<file path="config.mk">
export PLATFORM = sky130hd
export DESIGN_NAME = clock_div_prog
export DESIGN_NICKNAME = d
export VERILOG_FILES = /design/src/rtl/clock_div_prog.sv
export SDC_FILE = /design/constraint.sdc
export NUM_CORES = 1
export LEC_CHECK = 0
export BUFFER_PORTS_ARGS = -buffer_cell sky130_fd_sc_hd__buf_2
export CAP_MARGIN = 40
export CORE_MARGIN = 2
export CORE_UTILIZATION = 40
export CTS_CLUSTER_DIAMETER = 50
export CTS_CLUSTER_SIZE = 28
export DETAILED_ROUTE_END_ITERATION = 16
export GPL_TIMING_DRIVEN = 1
export HOLD_SLACK_MARGIN = 0.03
export MAX_ROUTING_LAYER = met4
export PLACE_DENSITY_LB_ADDON = 0.3
export SLEW_MARGIN = 20
export SYNTH_ARGS = -nofsm -noshare
export SYNTH_HDL_FRONTEND = slang
export SYNTH_SLANG_ARGS = --single-unit
</file>
<file path="constraint.sdc">
create_clock -name CLK_IN -period 5.95 [get_ports CLK_IN]
set_input_delay 0.595 -clock CLK_IN [delete_from_list [all_inputs] [get_ports CLK_IN]]
set_output_delay 0.595 -clock CLK_IN [all_outputs]
set_load 0.01 [all_outputs]
</file>
<file path="src/rtl/clock_div_prog.sv">
// clock_div_prog: programmable integer clock divider.
//
// A free-running counter (0 .. N-1) divides CLK_IN by N = DIV_ACTIVE.
// CLK_OUT is high for the first ceil(N/2) counts of each period, and TICK_OUT
// strobes on the edge that starts a period (the "wrap" edge).
//
// New divisors are staged: a DIV_LOAD with DIV_IN >= 2 fills a pending slot
// (last load wins), and the slot is applied only on a wrap edge, so a period
// already in progress is never shortened. DIV_IN of 0 or 1 is refused with a
// one-cycle DIV_ERR pulse and leaves the pending slot untouched.
//
// Load handshake: DIV_LOAD is a single-cycle request with no ready. The
// divider accepts or refuses it on the same edge, independent of ENABLE.
// DIV_ERR (refused) shows the cycle after the request. DIV_ACK shows the cycle
// after the edge where the staged divisor actually takes effect.
//
// Optional build macro: CLOCK_DIV_PROG_SYNC_EN. When defined, SYNC_IN on an
// enabled edge forces an immediate wrap (phase restart). When undefined,
// SYNC_IN is ignored and no sync logic exists; the port list is the same.

module clock_div_prog #(
    parameter int CNT_W       = 16,
    parameter int DIV_DEFAULT = 26
) (
    input  logic             CLK_IN,
    input  logic             RESET,
    input  logic             ENABLE,
    input  logic [CNT_W-1:0] DIV_IN,
    input  logic             DIV_LOAD,
    input  logic             SYNC_IN,
    output logic             CLK_OUT,
    output logic             TICK_OUT,
    output logic             DIV_ACK,
    output logic             DIV_ERR,
    output logic [CNT_W-1:0] DIV_ACTIVE
);

    localparam logic [CNT_W-1:0] DIV_DEF = CNT_W'(DIV_DEFAULT);
    localparam logic [CNT_W-1:0] CNT_RST = CNT_W'(DIV_DEFAULT - 1);

    // A default divisor below 2 or not representable in CNT_W bits is a build error.
    if ((DIV_DEFAULT < 2) || (64'(DIV_DEFAULT) >= (64'd1 << CNT_W))) begin : g_bad_default
        $error("clock_div_prog: DIV_DEFAULT must be >= 2 and < 2**CNT_W");
    end

    logic [CNT_W-1:0] count;
    logic [CNT_W-1:0] pend_div;
    logic             pend_vld;

    logic             sync_hit;

`ifdef CLOCK_DIV_PROG_SYNC_EN
    assign sync_hit = SYNC_IN;
`else
    // SYNC_IN is kept on the port list but has no effect in this build.
    logic unused_sync;
    assign unused_sync = SYNC_IN;
    assign sync_hit    = 1'b0;
`endif

    logic [CNT_W-1:0] count_next;
    logic [CNT_W-1:0] div_next;
    logic [CNT_W:0]   high_len;
    logic             wrap;
    logic             apply;
    logic             load_ok;
    logic             clk_next;

    // Next count, wrap detection and the divisor in effect after this edge.
    always_comb begin
        count_next = count;
        if (ENABLE) begin
            if (sync_hit) begin
                count_next = '0;
            end else if (count == DIV_ACTIVE - 1'b1) begin
                count_next = '0;
            end else begin
                count_next = count + 1'b1;
            end
        end
        wrap     = ENABLE && (count_next == '0);
        // Only a divisor staged before this edge may take effect on it.
        apply    = wrap && pend_vld;
        div_next = apply ? pend_div : DIV_ACTIVE;
        // High phase length is ceil(N/2); one extra bit avoids overflow at N = 2**CNT_W-1.
        high_len = ({1'b0, div_next} + {{CNT_W{1'b0}}, 1'b1}) >> 1;
        clk_next = ({1'b0, count_next} < high_len);
        load_ok  = DIV_LOAD && (DIV_IN > CNT_W'(1));
    end

    // Counter, divisor staging and registered outputs.
    always_ff @(posedge CLK_IN) begin
        if (RESET) begin
            count      <= CNT_RST;
            DIV_ACTIVE <= DIV_DEF;
            pend_div   <= '0;
            pend_vld   <= 1'b0;
            CLK_OUT    <= 1'b0;
            TICK_OUT   <= 1'b0;
            DIV_ACK    <= 1'b0;
            DIV_ERR    <= 1'b0;
        end else begin
            count      <= count_next;
            DIV_ACTIVE <= div_next;
            TICK_OUT   <= wrap;
            DIV_ACK    <= apply;
            DIV_ERR    <= DIV_LOAD && !load_ok;
            if (ENABLE) begin
                CLK_OUT <= clk_next;
            end
            // A load on the applying edge refills the slot for the next wrap.
            if (load_ok) begin
                pend_div <= DIV_IN;
                pend_vld <= 1'b1;
            end else if (apply) begin
                pend_vld <= 1'b0;
            end
        end
    end

endmodule

</file>
## Word-level counts from Yosys, hierarchy flattened

Index checks and enable logic that the tools add are counted.

| storage, ports and cells | value |
|---|---|
| logic and storage cells | 26 |
| bits of input ports | 21 |
| register bits after elaboration | 53 |
| output and inout bits | 20 |

| cells by class | value |
|---|---|
| muxes and demuxes | 5 |
| magnitude comparators | 2 |
| reductions and logical operators | 7 |
| $add $sub $neg | 3 |
| equality and inequality tests | 1 |

Operators with widths:

| operator | number |
|---|---|
| $mux W16 | 3 |
| $add A16 B1 Y17 const B | 1 |
| $add A16 B1 Y16 const B | 1 |
| $eq A16 B16 Y1 | 1 |
| $gt A16 B1 Y1 const B | 1 |
| $logic_not A16 Y1 | 1 |
| $lt A16 B16 Y1 | 1 |
| $sub A16 B1 Y16 const B | 1 |
| $logic_and A1 B1 Y1 | 4 |
| $mux W1 | 2 |
| $reduce_bool A2 Y1 | 1 |
| $logic_not A1 Y1 | 1 |

## Logic depth before layout (Yosys ltp)

Gate-level depths: netlist of the first run.

| logic depth | value |
|---|---|
| depth after elaboration | 10 |
| gate-level depth with buffers | 27 |
| gate-level depth less buffers | 25 |

## Worst setup path before layout of the first run

OpenSTA, ideal clock, no wires.

| path | value |
|---|---|
| path kind | reg-to-reg |
| start | register DIV_ACTIVE[0] |
| end | register CLK_OUT |
| arrival | 4.715 ns |
| slack | 1.161 ns |
| buffers on the path | 2 |
| required time | 5.876 ns |
| clock period less this slack | 4.789 ns |
| stages on the path, launching flop included | 28 |
| setup time | 0.074 ns |
| path through | dfxtp_1 -> buf_2 -> inv_1 -> ha_1 -> xor2_1 -> o211ai_1 -> a211o_1 -> nor4_1 -> nand3_2 -> o21ai_2 -> nand2_2 -> mux2_2 -> ha_1 -> clkbuf_1 -> nand2_1 -> nor2_1 -> nand2_1 -> nor2_1 -> xor2_1 -> mux2i_1 -> ha_1 -> a21o_1 -> a21o_1 -> a21oi_1 -> o21ai_0 -> a31oi_1 -> o21ai_0 -> a31oi_1 |

| between the ends | value |
|---|---|
| cells in the longest elaborated chain, start to end | 10 |

Ends and longest elaborated chain:

| item | line | text |
|---|---|---|
| start, declared | 35 | `output logic [CNT_W-1:0] DIV_ACTIVE` |
| start signal, assigned | 104 | `DIV_ACTIVE <= div_next;` |
| $sub A16 B1 Y16 | 75 | `end else if (count == DIV_ACTIVE - 1'b1) begin` |
| $eq A16 B16 Y1 | 75 |  |
| $mux W16 | 75 |  |
| $mux W16 | 72 | `if (ENABLE) begin` |
| $logic_not A16 Y1 | 81 | `wrap = ENABLE && (count_next == '0);` |
| $logic_and A1 B1 Y1 | 81 |  |
| $logic_and A1 B1 Y1 | 83 | `apply = wrap && pend_vld;` |
| $mux W16 | 84 | `div_next = apply ? pend_div : DIV_ACTIVE;` |
| named net div_next[1] | 62 | `logic [CNT_W-1:0] div_next;` |
| $add A16 B1 Y17 | 86 | `high_len = ({1'b0, div_next} + {{CNT_W{1'b0}}, 1'b1}) >> 1;` |
| $lt A16 B16 Y1 | 87 | `clk_next = ({1'b0, count_next} < high_len);` |
| end signal, assigned | 109 | `CLK_OUT <= clk_next;` |
| end, declared | 31 | `output logic CLK_OUT,` |

The timed path passes the listed nets, and every way through them passes these cells.
A chain may end at the register's enable or synchronous reset.

## Final worst setup path of the first run

| path | value |
|---|---|
| start | register count[0] |
| end | register CLK_OUT |

| between the ends | value |
|---|---|
| cells in the longest elaborated chain, start to end | 9 |
| elaborated cells between the ends (all ways) | 10 |
| those cells by class | add/sub (2); order compare (1); eq/ne (1); mux (3); reduce/logical (3) |

Ends and longest elaborated chain:

| item | line | text |
|---|---|---|
| start, declared | 46 | `logic [CNT_W-1:0] count;` |
| start signal, assigned | 103 | `count <= count_next;` |
| $add A16 B1 Y16 or $eq A16 B16 Y1 (tied branches) | 78, 75 |  |
| $mux W16 | 75 |  |
| $mux W16 (*) | 72 |  |
| $logic_not A16 Y1 (*) | 81 |  |
| $logic_and A1 B1 Y1 (*) | 81 |  |
| $logic_and A1 B1 Y1 (*) | 83 |  |
| $mux W16 (*) | 84 |  |
| named net div_next[1] | 62 |  |
| $add A16 B1 Y17 (*) | 86 |  |
| $lt A16 B16 Y1 (*) | 87 |  |

The timed path passes the listed nets; every way through them passes the cells marked *.

==> results_dict.tcl, run 1 <==
set metrics [dict create \
    status "completed" \
    rows 37 \
    hold_depth 2 \
    cp_common_cell "ha_1" \
    max_freq_mhz 185 \
    arrival_ns 5.65 \
    final-setup-viol-count 0 \
    leakagePower_nw 1.82 \
    avgSynthCellArea_um2 7.78 \
    syn-instance-count 528 \
    antenna_cells 0 \
    hold_buffers 0 \
    yosysSeqAreaShare_pct 25.8 \
    start_util_pct 40.5 \
    clk_path_buf_depth 2 \
    synth_cell_type_count 57 \
    final_nets 582 \
    wl_um 9950 \
    placed_area_um2 4360 \
    path_cells "ha_1 -> nand3_1 -> nor4_1 -> nand3_1 -> a22oi_1 -> nand4_1 -> o21ai_2 -> nand2_2 -> mux2_2 -> ha_1 -> nand2_1 -> nor2_1 -> nand2_1 -> nor2_1 -> xor2_1 -> mux2i_1 -> ha_1 -> a21o_1 -> a21o_1 -> a21oi_1 -> o21ai_0 -> a31oi_1 -> o21ai_0 -> a31oi_1" \
    crit_fanout 10 \
    antenna_left 0 \
    setup_tns_ns 0 \
    synth_area_um2 4110 \
    syn-num-nets 567 \
    synth_ff_type "dfxtp_1" \
    path_class "flip-flop to flip-flop" \
    via_per_inst 5.35 \
    vias 3636 \
    place_congestion 0.828 \
    layout-drive-gt1-share_pct 13.1 \
    first_pass_iters 4 \
    final_util_pct 44.1 \
    clockPowerShare_pct 24.4 \
    hp-start "pend_div[15]" \
    timing.final.crit_share_pct 90.7 \
    whs_ns 0.485 \
    design.die.area_um2 11100 \
    area_growth_pct 8.83 \
    clk_latency_ns 0.32 \
    antenna_found_initial 0 \
    internal_power_w 0.000687 \
    grt_max_degree 33 \
    port_buffers 39 \
    cap_violations 0 \
    ios 41 \
    grt.overflow.total 0 \
    pwr-share-seq_pct 39.8 \
    start_kind "flip-flop" \
    reg2reg_depth 24 \
    critical_path_buf_inv_count 0 \
    synth_enable_flop_cells 0 \
    fin_crit_ns 5.40 \
    cts_root_buffer "clkbuf_8" \
    p_sw_w 0.000406 \
    reg2reg_slack_ns 0.55 \
    wire_per_inst_um 14.6 \
    core-area_um2 10100 \
    hold_viol_final 0 \
    grt_pass1_wl_um 17200 \
    cpLargestDelayFamily "simple AND/OR/NAND/NOR gates" \
    cts_tree "done" \
    post-cts-setup-buffer-count 0 \
    die_w_um 105 \
    yosys_warnings 0 \
    sw_frac_of_total_pct 37.1 \
    place_inst 672 \
    slew_viol_final 0 \
    whs_endpoint "pend_div[15]" \
    min_path_type "flip-flop to flip-flop" \
    cp_slowest_cell "nor4_1" \
    multiInputGateArea_um2 2820 \
    synthArstFlopShare_pct 0 \
    hpwl_um 7740 \
    grt_usage_pct 19.4 \
    peakVddDrop_mv 0.127 \
    worst_pin_slew_ns 0.674 \
    required_ns 6.20 \
    slew_headroom_pct 55.0 \
    clkSlewWorstSetupHoldPaths_ns 0.11 \
    rsz0062_at_grt "no" \
    postLayoutCellArea_um2 4470 \
    cts.sinks 53 \
    drc_errors 0 \
    cts_resized 0 \
    synth_seq_cells 53 \
    fin_cells 680 \
    reg2reg_from "count[0]" \
    finClkSkew_ns 0.00826 \
    p_comb_share_pct 35.8 \
    critPathLaunch "count[0]" \
    grt_pass1_vias 3498 \
    drt_iter0_markers 181 \
    cts_buffers 5 \
    powerDensity_nw_per_um2 244 \
    htreeDepth 2 \
    dieHeight_um 105 \
    fillers 1051 \
    regArea_um2 1060 \
    end_kind "flip-flop" \
    crit_path_max_incr_delay_ns 0.56 \
    r2r-end "CLK_OUT" \
]
==> power groups by stage <==
stage                     Combinational (W)  Clock, W  Sequential [W]
after floorplan                    0.000330         0        0.000416
after global placement             0.000379         0        0.000442
after detailed placement           0.000392         0        0.000443
after CTS                          0.000394  0.000273        0.000435
after global routing               0.000441  0.000288        0.000443
final                              0.000391  0.000267        0.000435
==> metal layers <==
metal	part of all wire, %	track usage [%]
met5	0	-
met3	3.7	2.41
met4	0.93	3.52
met1	47	26.3
met2	48	31.5
==> cell families (layout without fill, tap and decap cells) <==
group / Yosys count / after routing / share of synthesized area (%)
adder cells (fa/ha/maj): 18 / 18 / 5.48
flip-flops: 53 / 53 / 25.8
buffers and inverters: 49 / 65 / 5.66
XOR/XNOR: 59 / 59 / 12.6
multiplexers: 43 / 43 / 10.6
AND/OR/NAND/NOR: 246 / 246 / 30.8
AO/OA/AOI/OAI: 60 / 60 / 9.07
==> cell usage in the layout, fill, tap and decap left out, types with 6 or more instances in the layout <==
cell       n
ha_1      18
o21ai_0   14
a21oi_1   20
and3_1     6
xor2_1    27
nand3b_1   6
nor3_1    14
nand3_1   33
inv_1     11
xnor2_1   32
nand2_1   42
nor2_1    67
nor4_1    11
nand2b_1  29
buf_2     39
buf_4      6
mux2i_1   40
nand4_1   12
dfxtp_1   53
==> cell type report <==
class | instances | share of cell area [%]
Clock inverter | 3 | 1.06
Inverter | 11 | 0.923
Timing Repair Buffer | 46 | 5.99
Sequential cell | 53 | 23.7
Clock buffer | 5 | 1.54
Tap cell | 136 | 3.80
Multi-Input combinational cell | 426 | 63.0
==> worst max-delay path by stage <==
| stage | end | slack, ns | depth (start not counted) |
|---|---|---|---|
| after global routing | CLK_OUT | 0.002 | 24 |
| final | CLK_OUT | 0.55 | 24 |
| after floorplan | CLK_OUT | 1.16 | 27 |
| after CTS | CLK_OUT | 0.52 | 24 |
| after global placement | CLK_OUT | 0.67 | 24 |
| after detailed placement | CLK_OUT | 0.55 | 24 |
==> worst min-delay path: stages, from the launching register on <==
cell	delay, ns
dfxtp_1	0.34
nand2_1	0.06
a21oi_1	0.05
==> synth_stat cells (3+ instances only) <==
master     n  area [um2]
mux2i_1   40         400
buf_2      6        30.0
a21o_1     3        22.5
nand2_1   42         158
o21ai_0   14        70.1
nor4_1    11        68.8
a31oi_1    5        31.3
and3_1     6        37.5
inv_1     11        41.3
a21oi_1   20         100
xnor2_1   32         280
nor2b_1    5        31.3
clkbuf_1  25        93.8
dfxtp_1   53        1060
nor3_1    14        70.1
nand4_1   12        75.1
xor2_1    27         236
mux2_2     3        33.8
o211ai_1   3        22.5
ha_1      18         225
nand3b_1   6        45.0
nand2b_1  29         181
nand3_1   33         165
nor2_1    67         251
==> per-stage QoR <==
stage               setup WS, ns  power, W
floorplan                   1.16  0.000746
global placement           0.669  0.000821
detailed placement         0.554  0.000835
CTS                        0.517   0.00110
global route             0.00217   0.00117
finish                     0.552   0.00109
==> sequential cells by signal, indices dropped and copies added (netlist names) <==
name / cells
DIV_ACTIVE: 16
count: 16
pend_div: 16
CLK_OUT: 1
DIV_ACK: 1
DIV_ERR: 1
TICK_OUT: 1
pend_vld: 1
Note: power is estimated with default switching activity, not from simulation.
==> run 2, diff against run 1 <==
- CTS_BUF_LIST: unset -> sky130_fd_sc_hd__clkbuf_16
==> run 2 against run 1 <==
  * Core utilization grew 0.56 points
  * Non-clock buffer count is the same
  * Maximum frequency is essentially flat
  * Design area grew 1.3%
==> results_dict.tcl, run 2 (synthesized netlist as in run 1, its figures left out) <==
set metrics [dict create \
    cts.sinks 53 \
    cp_common_cell "ha_1" \
    hold_viol_final 0 \
    via_per_inst 5.38 \
    hp-start "pend_div[15]" \
    regArea_um2 1060 \
    worst_pin_slew_ns 0.674 \
    start_kind "flip-flop" \
    reg.largest.list "DIV_ACTIVE (16), count (16), pend_div (16)" \
    arrival_ns 5.62 \
    timing.final.crit_share_pct 90.6 \
    ios 41 \
    die_w_um 105 \
    power_w 0.00118 \
    clkSlewWorstSetupHoldPaths_ns 0.08 \
    cts_tree "done" \
    port_buffers 39 \
    layout_common_cells "nor2_1 (67), dfxtp_1 (53), nand2_1 (42), mux2i_1 (40), buf_2 (39)" \
    area_growth_pct 10.2 \
    rows 37 \
    cts_buffers 5 \
    antenna_cells 0 \
    leakagePower_nw 1.85 \
    antenna_left 0 \
    core-area_um2 10100 \
    final_nets 582 \
    cpLargestDelayFamily "simple AND/OR/NAND/NOR gates" \
    antenna_found_initial 0 \
    setup_tns_ns 0 \
    fillers 1035 \
    vias 3657 \
    slew_viol_final 0 \
    max_freq_mhz 185 \
    layout_commonest_cell "nor2_1" \
    required_ns 6.18 \
    final-setup-viol-count 0 \
    min_path_type "flip-flop to flip-flop" \
    hold_buffers 0 \
    slew_headroom_pct 55.0 \
    peakVddDrop_mv 0.126 \
    grt_max_degree 33 \
    cp_slowest_cell "nor4_1" \
    top_layer_used "met4" \
    fin_crit_ns 5.39 \
    drc_errors 0 \
    layout-drive-gt1-share_pct 13.1 \
    design.die.area_um2 11100 \
    crit_path_max_incr_delay_ns 0.55 \
    post-cts-setup-buffer-count 0 \
    fin_cells 680 \
    dieHeight_um 105 \
    path_cells "ha_1 -> nand3_1 -> nor4_1 -> nand3_1 -> a22oi_1 -> nand4_1 -> o21ai_2 -> nand2_2 -> mux2_2 -> ha_1 -> nand2_1 -> nor2_1 -> nand2_1 -> nor2_1 -> xor2_1 -> mux2i_1 -> ha_1 -> a21o_1 -> a21o_1 -> a21oi_1 -> o21ai_0 -> a31oi_1 -> o21ai_0 -> a31oi_1" \
    end_kind "flip-flop" \
    htreeDepth 2 \
    cts_root_buffer "clkbuf_16" \
    status "completed" \
    first_pass_iters 4 \
    cap_violations 0 \
    wl_met2_um 4770 \
    drt_iter0_markers 189 \
    grt.overflow.total 0 \
    clk_latency_ns 0.30 \
    finClkSkew_ns 0.00651 \
    rsz0062_at_grt "no" \
    hpwl_um 7740 \
    grt_pass1_vias 3502 \
    met1_length_um 4820 \
    multiInputGateArea_um2 2820 \
    wire_per_inst_um 14.7 \
    reg2reg_from "count[0]" \
    wl_met3_um 313 \
    start_util_pct 40.5 \
    place_congestion 0.828 \
    whs_ns 0.479 \
    grt_pass1_wl_um 17100 \
    place_inst 672 \
    crit_fanout 10 \
    cts_resized 0 \
    wl_um 9990 \
    critical_path_buf_inv_count 0 \
    clk_path_buf_depth 2 \
    path_class "flip-flop to flip-flop" \
    critPathLaunch "count[0]" \
    grt_usage_pct 19.3 \
    powerDensity_nw_per_um2 260 \
]
[run 2: cell count changes in the layout (fill, tap and decap cells not counted)]
cell / before / now
clkbuf_8: 5 / 0
clkbuf_16: 0 / 5
[run 2: tightest hold or removal path: cells and delay by family (launching register included)]
| kind | cells | cell delay, ns |
|---|---|---|
| compound gates | 1 | 0.05 |
| flops | 1 | 0.33 |
| simple gates | 1 | 0.06 |
[run 2: final timing paths]
check                       to  slack [ns]  cells past startpoint
hold reg to reg   pend_div[15]        0.48                      2
hold / removal    pend_div[15]        0.48                      2
setup / recovery       CLK_OUT        0.56                     24
setup reg to reg       CLK_OUT        0.56                     24
[run 2: layout make-up]
type / instances / share of cell area (%)
clock buffer: 5 / 2.76
clock inverter: 3 / 1.05
inverter: 11 / 0.912
multi-input combinational: 426 / 62.2
sequential: 53 / 23.4
tap: 136 / 3.76
timing repair buffer: 46 / 5.91
[run 2: report_power, final]
| part | internal (W) | switching, W | leakage (nW) |
|---|---|---|---|
| clock network | 0.000202 | 0.000149 | 0.0848 |
| registers | 0.000384 | 0.0000520 | 0.432 |
| logic | 0.000174 | 0.000217 | 1.33 |
| total | 0.000760 | 0.000418 | 1.85 |
[run 2: per-stage QoR]
| stage | worst slack, ns | area, um2 | util [%] |
|---|---|---|---|
| CTS | 0.523 | 4530 | 44.7 |
| finish | 0.556 | 4530 | 44.7 |
| detailed placement | 0.554 | 4360 | 43.0 |
| global placement | 0.669 | 4330 | 42.7 |
| floorplan | 1.16 | 4110 | - |
| global route | 0.0121 | 4530 | 44.7 |
[run 2: layer usage]
| metal | up-vias | GRT usage [%] |
|---|---|---|
| met4 | 0 | 3.52 |
| met5 | - | - |
| li1 | 1858 | - |
| met3 | 10 | 2.23 |
| met1 | 1711 | 26.1 |
| met2 | 78 | 31.6 |
==> run 3, diff against run 2 <==
- CORE_ASPECT_RATIO: unset -> 1.75
- clock period: 5.95 -> 5.7 ns (I/O delays scaled with it)
==> run 3 against run 2 <==
  * Non-clock buffer count increased by 7
  * Core utilization increased by 0.22 points
  * Combinational power rose by 11%
  * Sequential share of layout area decreased by 0.065 points
  * Sequential power increased by 2%
  * Die area increased by 0.28%
  * Register-to-register slack about the same
  * Total power grew 0.55%
  * Largest cell class unchanged
  * Critical endpoint unchanged
  * Maximum frequency increased by 4.6%
==> results_dict.tcl, run 3 (synthesized netlist as in run 1, its figures left out) <==
set metrics [dict create \
    status "completed" \
    hpwl_um 8400 \
    clockPowerShare_pct 25.7 \
    multiInputGateArea_um2 2820 \
    grt_pass1_vias 3629 \
    antenna_cells 0 \
    hold_viol_final 0 \
    antenna_left 0 \
    cpLargestDelayFamily "simple AND/OR/NAND/NOR gates" \
    rsz0062_at_grt "no" \
    cts_buffers 5 \
    grt.overflow.total 0 \
    start_util_pct 40.6 \
    path_class "flip-flop to flip-flop" \
    met1_length_um 4100 \
    regArea_um2 1060 \
    required_ns 5.92 \
    grt_max_degree 36 \
    place_congestion 0.902 \
    vias 3732 \
    area_growth_pct 10.5 \
    core-area_um2 10100 \
    layout-drive-gt1-share_pct 14.0 \
    ios 41 \
    drt_iter0_markers 196 \
    wire_per_inst_um 15.7 \
    clk_path_buf_depth 2 \
    cts_tree "done" \
    cts_resized 0 \
    cp_slowest_cell "nor4_1" \
    dieHeight_um 138 \
    min_path_type "flip-flop to flip-flop" \
    die_w_um 80.6 \
    rows 49 \
    p_sw_w 0.000433 \
    placed_area_um2 4400 \
    final_nets 589 \
    sw_frac_of_total_pct 36.5 \
    fillers 1048 \
    arrival_ns 5.38 \
    clkSlewWorstSetupHoldPaths_ns 0.07 \
    design.die.area_um2 11100 \
    wl_met2_um 5900 \
    postLayoutCellArea_um2 4540 \
    wl_um 10600 \
    slew_headroom_pct 53.0 \
    cts_root_buffer "clkbuf_16" \
    top_layer_used "met4" \
    fin_crit_ns 5.15 \
    drc_errors 0 \
    final_util_pct 44.9 \
    whs_ns 0.488 \
    hold_buffers 0 \
    fin_ws_ns 0.546 \
    path_cells "ha_1 -> nand3_1 -> nor4_1 -> nand3_1 -> a22oi_1 -> nand4_1 -> o21ai_2 -> nand2_2 -> mux2_2 -> ha_1 -> nand2_1 -> nor2_1 -> nand2_1 -> nor2_1 -> xor2_1 -> mux2i_1 -> ha_1 -> a21o_1 -> a21o_1 -> a21oi_1 -> o21ai_0 -> a31oi_1 -> o21ai_0 -> a31oi_1" \
    slew_viol_final 0 \
    finClkSkew_ns 0.00722 \
    pre_cts_ws_ns 0.551 \
    setup_tns_ns 0 \
    p_comb_share_pct 36.7 \
    antenna_found_initial 0 \
    peakVddDrop_mv 0.213 \
    start_kind "flip-flop" \
    grt_usage_pct 20.3 \
    worst_pin_slew_ns 0.703 \
    via_per_inst 5.50 \
    port_buffers 39 \
    layout_common_cells "nor2_1 (67), dfxtp_1 (53), nand2_1 (42), mux2i_1 (40), buf_2 (39)" \
    timing.final.crit_share_pct 90.4 \
    clk_latency_ns 0.30 \
    critical_path_buf_inv_count 0 \
    grt_pass1_wl_um 17300 \
    first_pass_iters 4 \
    internal_power_w 0.000752 \
    cp_common_cell "ha_1" \
    reg.largest.list "DIV_ACTIVE (16), count (16), pend_div (16)" \
    crit_fanout 7 \
    leakagePower_nw 1.87 \
    final-setup-viol-count 0 \
    layout_commonest_cell "nor2_1" \
    crit_path_max_incr_delay_ns 0.58 \
    cap_violations 0 \
    post-cts-setup-buffer-count 0 \
    end_kind "flip-flop" \
    powerDensity_nw_per_um2 261 \
    htreeDepth 2 \
    wl_met3_um 258 \
    max_freq_mhz 194 \
    pwr-share-seq_pct 37.6 \
    cts.sinks 53 \
]
## run 3: cell types whose count changed in the layout (fill, tap and decap cells not counted)
| cell | delta |
|---|---|
| buf_4 | +7 |
| inv_1 | +1 |
| bufinv_16 | -1 |
| clkinvlp_4 | +2 |
| inv_6 | -2 |
## run 3: power groups by stage
stage / combinational, W / clock, W / sequential, W
after global placement: 0.000425 / 0 / 0.000452
after global routing: 0.000487 / 0.000327 / 0.000451
final: 0.000435 / 0.000304 / 0.000445
after detailed placement: 0.000435 / 0 / 0.000453
after CTS: 0.000438 / 0.000315 / 0.000445
after floorplan: 0.000345 / 0 / 0.000434
## run 3: metrics by stage
step	std cells	total power [W]
final	678	0.00118
after global routing	678	0.00126
after CTS	678	0.00120
after detailed placement	670	0.000888
after global placement	669	0.000878
after floorplan	528	0.000779
## run 3: path summary, 6_finish.rpt
kind	cells after the start	to	startpoint	slack, ns
setup / recovery	24	CLK_OUT	count[0]	0.55
hold / removal	2	pend_div[15]	pend_div[15]	0.49
setup reg to reg	24	CLK_OUT	count[0]	0.55
hold reg to reg	2	pend_div[15]	pend_div[15]	0.49
## run 3: layout make-up
class / count / area share, %
Inverter: 11 / 0.909
Tap cell: 127 / 3.50
Timing Repair Buffer: 53 / 7.05
Multi-Input combinational cell: 426 / 62.0
Clock inverter: 3 / 0.413
Clock buffer: 5 / 2.75
Sequential cell: 53 / 23.4
## run 3: tightest hold or removal path, cell delays in order (launching register included)
cell,delay (ns)
dfxtp_1,0.33
nand2_1,0.06
a21oi_1,0.05
## run 3: routing by layer
layer  up-vias  track usage (%)
li1       1863                -
met1      1755             20.7
met4         0             8.21
met5         -                -
met3        28             2.15
met2        86             37.9
